**src/rtl/llsc_reservation_ctrl.sv**
```systemverilog
// llsc_reservation_ctrl: LL/SC reservation tracker for the CPU core.
// LL arms a link bit on an address granule. Core stores, external snoops,
// flushes and an idle timeout disarm it. A successful SC is sequenced
// through a store handshake with the memory stage before it resolves.
module llsc_reservation_ctrl #(
    parameter int AW       = 32,
    parameter int GRAN_LSB = 2,
    parameter int TIMEOUT  = 1024
) (
    input  logic          clk,
    input  logic          rst,
    input  logic          flush,
    input  logic          ll_valid,
    input  logic [AW-1:0] ll_addr,
    input  logic          sc_valid,
    input  logic [AW-1:0] sc_addr,
    output logic          sc_ready,
    input  logic          st_valid,
    input  logic [AW-1:0] st_addr,
    input  logic          snoop_valid,
    input  logic [AW-1:0] snoop_addr,
    output logic          mem_st_req,
    input  logic          mem_st_ack,
    output logic          sc_done,
    output logic          sc_result,
    output logic          llbit_o,
    output logic [AW-1:0] rsv_addr_o
);

    typedef enum logic [1:0] {
        IDLE    = 2'd0,
        RSV     = 2'd1,
        SC_WAIT = 2'd2
    } state_t;

    localparam int            CW      = (TIMEOUT > 1) ? $clog2(TIMEOUT) : 1;
    localparam int            TLAST_I = (TIMEOUT > 0) ? TIMEOUT - 1 : 0;
    localparam logic [CW-1:0] TLAST   = TLAST_I[CW-1:0];
    localparam logic [CW-1:0] TSAT    = '1;

    state_t        state_q, state_d;
    logic [AW-1:0] rsv_addr_q, rsv_addr_d;
    logic [CW-1:0] timer_q, timer_d;
    logic          sc_done_q, sc_done_d;
    logic          sc_result_q, sc_result_d;

    logic          sc_match;
    logic          st_hit;
    logic          snoop_hit;
    logic          timer_expired;

    // The link bit is exactly "not IDLE": it stays set while the SC store is
    // in flight and drops on the edge that resolves it.
    assign llbit_o    = (state_q != IDLE);
    assign sc_ready   = (state_q != SC_WAIT);
    assign mem_st_req = (state_q == SC_WAIT);
    assign sc_done    = sc_done_q;
    assign sc_result  = sc_result_q;
    assign rsv_addr_o = rsv_addr_q;

    // Granule compares against the live reservation.
    assign sc_match  = llbit_o && (sc_addr[AW-1:GRAN_LSB] == rsv_addr_q[AW-1:GRAN_LSB]);
    assign st_hit    = st_valid && llbit_o &&
                       (st_addr[AW-1:GRAN_LSB] == rsv_addr_q[AW-1:GRAN_LSB]);
    assign snoop_hit = snoop_valid && llbit_o &&
                       (snoop_addr[AW-1:GRAN_LSB] == rsv_addr_q[AW-1:GRAN_LSB]);
    assign timer_expired = (TIMEOUT != 0) && (state_q == RSV) && (timer_q == TLAST);

    // State and datapath registers, cleared asynchronously.
    // NOTE: sequential state uses non-blocking (<=) so every register samples
    // pre-edge values; blocking here would create order-dependent races.
    always_ff @(posedge clk or negedge rst) begin
        if (!rst) begin
            state_q     <= IDLE;
            rsv_addr_q  <= '0;
            timer_q     <= '0;
            sc_done_q   <= 1'b0;
            sc_result_q <= 1'b0;
        end else begin
            state_q     <= state_d;
            rsv_addr_q  <= rsv_addr_d;
            timer_q     <= timer_d;
            sc_done_q   <= sc_done_d;
            sc_result_q <= sc_result_d;
        end
    end

    // Next-state logic: flush > SC > LL > store/snoop kill > timeout.
    // NOTE: every combinational output gets a default first so no path
    // leaves it unassigned and a latch is never inferred.
    always_comb begin
        state_d = state_q;
        unique case (state_q)
            IDLE, RSV: begin
                if (flush)                   state_d = IDLE;
                else if (sc_valid)           state_d = sc_match ? SC_WAIT : IDLE;
                else if (ll_valid)           state_d = RSV;
                else if (st_hit || snoop_hit) state_d = IDLE;
                else if (timer_expired)      state_d = IDLE;
            end
            SC_WAIT: begin
                // The ack wins over a same-cycle flush: the store has landed.
                if (mem_st_ack || flush)     state_d = IDLE;
            end
            default:                         state_d = IDLE;
        endcase
    end

    // Datapath next values: captured address, idle timer and SC resolution.
    always_comb begin
        rsv_addr_d  = rsv_addr_q;
        timer_d     = '0;
        sc_done_d   = 1'b0;
        sc_result_d = 1'b0;
        unique case (state_q)
            IDLE, RSV: begin
                if (flush) begin
                    // Same-cycle LL or SC is dropped without a response.
                end else if (sc_valid) begin
                    if (!sc_match) sc_done_d = 1'b1;
                end else if (ll_valid) begin
                    rsv_addr_d = ll_addr;
                end else if (st_hit || snoop_hit || timer_expired) begin
                    // Reservation lost; timer restarts from zero.
                end else if (state_q == RSV && TIMEOUT != 0) begin
                    timer_d = (timer_q == TSAT) ? timer_q : timer_q + 1'b1;
                end
            end
            SC_WAIT: begin
                if (mem_st_ack) begin
                    sc_done_d   = 1'b1;
                    sc_result_d = 1'b1;
                end else if (flush) begin
                    sc_done_d   = 1'b1;
                end
            end
            default: ;
        endcase
    end

endmodule
```
**config.mk**
```make
export PLATFORM = sky130hd
export DESIGN_NAME = llsc_reservation_ctrl
export DESIGN_NICKNAME = d
export VERILOG_FILES = /design/src/rtl/llsc_reservation_ctrl.sv
export SDC_FILE = /design/constraint.sdc
export NUM_CORES = 1
export LEC_CHECK = 0
export BUFFER_PORTS_ARGS = -buffer_cell sky130_fd_sc_hd__buf_2
export CAP_MARGIN = 25
export CELL_PAD_IN_SITES_DETAIL_PLACEMENT = 1
export CELL_PAD_IN_SITES_GLOBAL_PLACEMENT = 1
export CORE_ASPECT_RATIO = 1.75
export CORE_MARGIN = 3
export CORE_UTILIZATION = 34
export CTS_CLUSTER_SIZE = 24
export DETAILED_ROUTE_END_ITERATION = 6
export GPL_TIMING_DRIVEN = 0
export PLACE_DENSITY_LB_ADDON = 0.1
export SYNTH_ARGS = -nofsm -noshare
export SYNTH_HDL_FRONTEND = slang
export SYNTH_SLANG_ARGS = --single-unit
export TNS_END_PERCENT = 20
```
**constraint.sdc**
```tcl
create_clock -name clk -period 3.7 [get_ports clk]
set_input_delay 0.74 -clock clk [delete_from_list [all_inputs] [get_ports clk]]
set_output_delay 0.74 -clock clk [all_outputs]
set_load 0.005 [all_outputs]
```
==> results of run 1 <==
[worst paths after layout]
| check | start | slack [ns] | endpoint |
|---|---|---|---|
| min in group clk | timer_q[0]$_DFFE_PN0P_ | 0.49 | timer_q[0]$_DFFE_PN0P_ |
| max in group asynchronous | rst | 2.84 | rsv_addr_o[5]$_DFFE_PN0P_ |
| worst max-delay path | st_addr[17] | 1.57 | timer_q[3]$_DFFE_PN0P_ |
| worst min-delay path | rst | 0.36 | rsv_addr_o[9]$_DFFE_PN0P_ |
| worst min register to register | timer_q[0]$_DFFE_PN0P_ | 0.49 | timer_q[0]$_DFFE_PN0P_ |
| worst max register to register | rsv_addr_o[17]$_DFFE_PN0P_ | 1.59 | timer_q[3]$_DFFE_PN0P_ |
[synthesized netlist by cell type]
library cell,n,area (sq um)
a21oi_1,2,10.0
and2_1,2,12.5
and3_1,1,6.26
and4b_1,1,10.0
buf_2,5,25.0
buf_6,1,11.3
dfrtp_1,46,1150
ha_1,1,12.5
inv_1,2,7.51
mux2_2,32,360
nand2_1,3,11.3
nand2b_1,1,6.26
nand3_1,8,40.0
nand3b_1,1,7.51
nand4_1,9,56.3
nand4bb_1,1,11.3
nor2_1,4,15.0
nor2b_1,2,12.5
nor3_1,12,60.1
nor3b_1,1,7.51
nor4_1,17,106
nor4_4,1,21.3
o21ai_0,4,20.0
o21bai_2,1,11.3
xnor2_1,26,228
xor2_1,72,631
[power by group]
group	internal, mW	switching [mW]	total, mW
sequential	0.570	0.142	0.712
clock	0.319	0.196	0.515
combinational	0.264	0.186	0.450
[layout by cell type (no fill, tap or decap), drive strengths merged, types with 3 or more instances in the layout]
cell / count
nor4: 18
nand2: 3
dfrtp: 46
nand3: 8
clkbuf: 6
buf: 173
mux2: 32
nand4: 9
o21ai: 4
nor2: 4
xnor2: 26
xor2: 72
nor3: 12
[per-layer routing]
layer,wire (um),GRT usage (%)
met3,652,4.72
met1,3510,23.1
met5,0,0
met4,134,5.56
met2,5770,42.4
[metrics by stage]
step                      std cells  setup slack (ns)
after floorplan                 256              1.82
after global placement          512              1.28
after detailed placement        513              1.21
after CTS                       521              1.47
after global routing            521              1.42
final                           521              1.57
[critical path: stages]
cell,delay [ns]
buf_2,0.11
xor2_1,0.14
nor4_1,0.39
nand4_1,0.31
nor4_4,0.34
buf_6,0.20
nor3_1,0.06
[sequential cells by signal, summed over array words and instances (netlist names)]
register and cells:
sc_done 1, sc_result 1, timer_q 10, state_q 2, rsv_addr_o 32
[cell type report]
class	instances	area, sq um	share of cell area [%]
tap	90	113	2.83
clock inverter	2	37.5	0.943
sequential	46	1150	28.9
clock buffer	6	129	3.24
inverter	2	7.51	0.189
timing repair buffer	167	851	21.4
buffer	6	36.3	0.911
multi-input combinational	202	1660	41.6
[logic make-up after synthesis]
| group | after synthesis |
|---|---|
| compound gates | 7 |
| xor+xnor | 98 |
| fa+ha+maj | 1 |
| buf+inv | 8 |
| flops | 46 |
| mux | 32 |
| simple gates | 64 |
==> flow_summary.yaml, run 1 <==
run_status:
  status: "finished clean"
power:
  ir_drop_uv: 235
  p_per_area_mw_per_mm2: 421
  p_leak_nw: 1.93
  power_mw: 1.68
timing:
  setup_tns_ns: 0
  rsz0062_at_grt: "no"
  fmax_ghz: 0.470
  worst_hold_slack_ns: 0.359
  slew_viol_final: 0
  min_period_ns: 2.13
  timing.final.crit_share_pct: 57.5
  setup_viol: 0
  hold_viol_final: 0
  maxSlewHeadroom_pct: 65.3
  tightestPinTransition_ns: 0.515
  final.setup_skew_ns: 0.00306
logic_synthesis:
  yosysSeqAreaShare_pct: 40.4
  yosys.area_share.simple_pct: 13.5
  synth_warnings: 0
  ys_types: 26
  synth.net_count: 393
  synthesis.area_sq_mm: 0.00285
  synth_xor_area_share_pct: 30.1
  syn_area_per_cell_sq_um: 11.1
  synth_top_family_by_area: "XOR/XNOR gates"
  synth_fa_ha_area_share_pct: 0.439
  ys_ff_latch: 46
  muxShareOfSynthArea_pct: 12.6
  synthCells: 256
  synth-compound-area-share_pct: 1.45
route:
  ant_nets: 0
  wirelength_mm: 10.1
  drt_iter0_drc: 59
  first_pass_iters: 4
  wl_per_cell_um: 19.3
  viasPerCell: 5.03
  drc_errors: 0
  vias: 2621
clocking:
  cts.path.max_buffers: 2
  cts_root_buf: "clkbuf_16"
  hold_buffers: 0
  clk_latency_ns: 0.29
  clk_pin_slew_ns: 0.06
  post_cts_buffers: 0
  cts_buffers: 5
  cts_num_sinks: 46
  cts_tree: "done"
  cts_resized: 0
  cts-htree-levels: 2
floorplanning:
  start_util_pct: 35.3
  die_x_um: 75.2
  chipHeight_um: 127
  design.core.area_sq_mm: 0.00807
  die_area_sq_mm: 0.00956
  io_pins: 173
  rows: 43
global_routing:
  grt_pass1_vias: 2957
  antenna_found_initial: 0
  grt_usage_pct: 22.0
  grt_pass1_wl_mm: 15.5
  grt_max_degree: 34
  grt_overflow: 0
finish:
  fin_nets: 567
  fill_cells: 983
  syn2layout_area_growth_pct: 39.6
  drive_gt1_share_pct: 49.7
  antenna_cells: 0
  final_cell_area_sq_mm: 0.00398
  utilization_pct: 49.3
worst_setup_path:
  crit_type: "input pin to flop"
  critPathMaxFanout: 10
  crit_path_start_kind: "input pin"
  cp.arrival_ns: 2.30
  required_ns: 3.87
  end_kind: "flop"
  worstRegToRegCells: 6
placement:
  gp_congestion: 0.789
  io_buffers: 166
  dpl_cell_area_sq_mm: 0.00381
  place_hpwl_mm: 8.44
hold_path:
  hp-class: "input pin to async pin"
run:
  max_cap_violations: 0
Power figures use the tool's default switching activity.
==> inputs of run 2 (changes only) <==
ABC_AREA = 1   (was default)
CORE_UTILIZATION = 31   (was 34)
clock period = 2.1 ns   (was 3.7 ns; I/O delays follow)
==> run 2 against run 1 <==
Effect of this change:
- via count grew 30%
- sequential cell count did not move
- utilization is 5.6 points lower
- power up 72%
- synthesized area is 14% higher
- clock-buffer cell count grew 1
- combinational power is 110% higher
- cell count up 44%
- critical path depth increased by 2
- non-clock buffer count unchanged
- global-route usage decreased by 1.0 points
- critical endpoint is now state_q[0]$_DFFE_PN0P_
- largest cell class unchanged
==> flow_summary.yaml, run 2 <==
run_status:
  status: "finished clean"
logic_synthesis:
  synthTopCellsByCount: "nand2_1 (125), xnor2_1 (65), inv_1 (62)"
  async_flop_share_pct: 100
  ys_ff_latch: 46
  netlist.top_cell.by_area: "dfrtp_1"
  ys_types: 26
  synth.net_count: 584
  ys.flop_type: "dfrtp_1"
  synth.area.top_cells: "dfrtp_1 (35%), xnor2_1 (18%), nand2_1 (14%)"
  synthCells: 447
  netlist.area_leader.share_pct: 35.5
  synth.most_common_cell: "nand2_1"
  yosysSeqAreaShare_pct: 35.5
  synth-edff-count: 0
  synth_warnings: 0
  synthesis.area_sq_mm: 0.00325
  syn_area_per_cell_sq_um: 7.26
timing:
  hold_viol_final: 0
  final.setup_skew_ns: 0.00580
  slew_viol_final: 0
  tightestPinTransition_ns: 0.642
  maxSlewHeadroom_pct: 57.2
  rsz0062_at_grt: "no"
  timing.final.crit_share_pct: 81.7
  min_period_ns: 1.72
  setup_tns_ns: 0
  fmax_ghz: 0.583
  setup_viol: 0
  worst_slack_ns: 0.384
route:
  wl_per_cell_um: 16.5
  vias: 3405
  ant_nets: 0
  drc_errors: 0
  drt_iter0_drc: 68
  first_pass_iters: 4
  viasPerCell: 4.55
  wirelength_mm: 12.3
clocking:
  cts_tree: "done"
  hold_buffers: 0
  clk_pin_slew_ns: 0.06
  clk_latency_ns: 0.29
  cts_num_sinks: 46
  post_cts_buffers: 0
  cts_root_buf: "clkbuf_16"
  cts_buffers: 5
  cts-htree-levels: 2
  cts.path.max_buffers: 2
  cts_resized: 0
worst_setup_path:
  critPathMaxFanout: 10
  rr_endpoint: "state_q[0]$_DFFE_PN0P_"
  reg2reg_slack_ns: 0.38
  crit_path_start_kind: "flop"
  end_kind: "flop"
  cp.arrival_ns: 1.89
  crit_path_start: "timer_q[0]$_DFFE_PN0P_"
  required_ns: 2.27
  worstRegToRegCells: 9
  rr_startpoint: "timer_q[0]$_DFFE_PN0P_"
  crit_type: "flop to flop"
global_routing:
  grt_pass1_wl_mm: 19.0
  grt_max_degree: 36
  grt_overflow: 0
  antenna_found_initial: 2
  grt_usage_pct: 21.0
  grt_pass1_vias: 3753
power:
  power_mw: 2.89
  p_leak_nw: 2.33
  ir_drop_uv: 389
  p_per_area_mw_per_mm2: 658
placement:
  place_hpwl_mm: 10.5
  io_buffers: 166
  place_ws_ns: 0.281
  dp.cells: 739
  gp_congestion: 0.868
finish:
  largest_reg_flops: 32
  layout_common_cells: "buf_2 (169), nand2_1 (125), xnor2_1 (65)"
  fin_nets: 758
  syn2layout_area_growth_pct: 35.3
  final_common_cell: "buf_2"
  drive_gt1_share_pct: 33.5
  fin_cells: 748
floorplanning:
  die_x_um: 83.3
  design.core.area_sq_mm: 0.0100
  die_area_sq_mm: 0.0118
  io_pins: 173
  start_util_pct: 32.4
  rows: 48
  chipHeight_um: 141
run:
  max_cap_violations: 0
hold_path:
  hp-class: "input pin to async pin"
run 2: cell count changes after synthesis, sizes merged, moves of 21 or more:
| cell | change |
|---|---|
| nand2 | +125 |
| xor2 | -64 |
| xnor2 | +39 |
| inv | +64 |
| mux2 | -21 |
| nor2 | +71 |
run 2: layout make-up:
cell class / count / area, sq um
Inverter: 66 / 248
Antenna cell: 2 / 5.00
Sequential cell: 46 / 1150
Multi-Input combinational cell: 329 / 1810
Fill cell: 1335 / 5640
Buffer: 6 / 33.8
Tap cell: 125 / 156
Clock buffer: 7 / 133
Timing Repair Buffer: 167 / 851
run 2: logic make-up after synthesis:
family / synth area share [%]
AO/OA/AOI/OAI: 4.16
XOR/XNOR: 19.7
adder cells (fa/ha/maj): 0.385
buffers and inverters: 8.67
flip-flops: 35.5
multiplexers: 3.82
AND/OR/NAND/NOR: 27.8
run 2: worst max-delay path by stage:
stage | cells past startpoint | end | slack [ns]
2_1_floorplan | 9 | timer_q[8]$_DFFE_PN0P_ | 0.66
3_5_place_dp | 6 | rsv_addr_o[28]$_DFFE_PN0P_ | 0.28
4_1_cts | 9 | state_q[0]$_DFFE_PN0P_ | 0.35
5_1_grt | 9 | state_q[0]$_DFFE_PN0P_ | 0.18
3_3_place_gp | 10 | state_q[0]$_DFFE_PN0P_ | 0.35
6_report | 9 | state_q[0]$_DFFE_PN0P_ | 0.38
run 2: stage by stage:
| step | hold slack [ns] | cell area, sq um | util, % |
|---|---|---|---|
| after floorplan | 0.124 | 3250 | - |
| after global placement | 0.444 | 4230 | 42.2 |
| after detailed placement | 0.343 | 4250 | 42.4 |
| after CTS | 0.0355 | 4390 | 43.7 |
| after global routing | 0.0419 | 4390 | 43.8 |
| final | 0.0351 | 4390 | 43.8 |
run 2: power breakdown:
group / total, mW / switching (mW) / leakage (nW) / internal, mW
clock: 0.771 / 0.334 / 0.0640 / 0.437
combinational: 0.926 / 0.450 / 1.71 / 0.476
sequential: 1.19 / 0.199 / 0.550 / 0.993
total: 2.89 / 0.982 / 2.33 / 1.91
run 2: critical path, cell delays in order, from the launching register on:
cell and delay [ns]:
dfrtp_1 0.37, ha_1 0.20, nand2_1 0.09, nor2_2 0.17
nand4_1 0.18, nor2_1 0.13, a21oi_1 0.11, nand4_2 0.13
buf_6 0.18, nand2_2 0.06
run 2: metal layers:
metal  track usage [%]  share of wire, %  up-vias  wire (um)
met2              44.0                60       85       7340
met5                 0                 0        -          0
met4              6.80               2.2        0        267
li1                  -                 -     1681          -
met3              2.96               3.9       15        484
met1              20.3                34     1624       4220
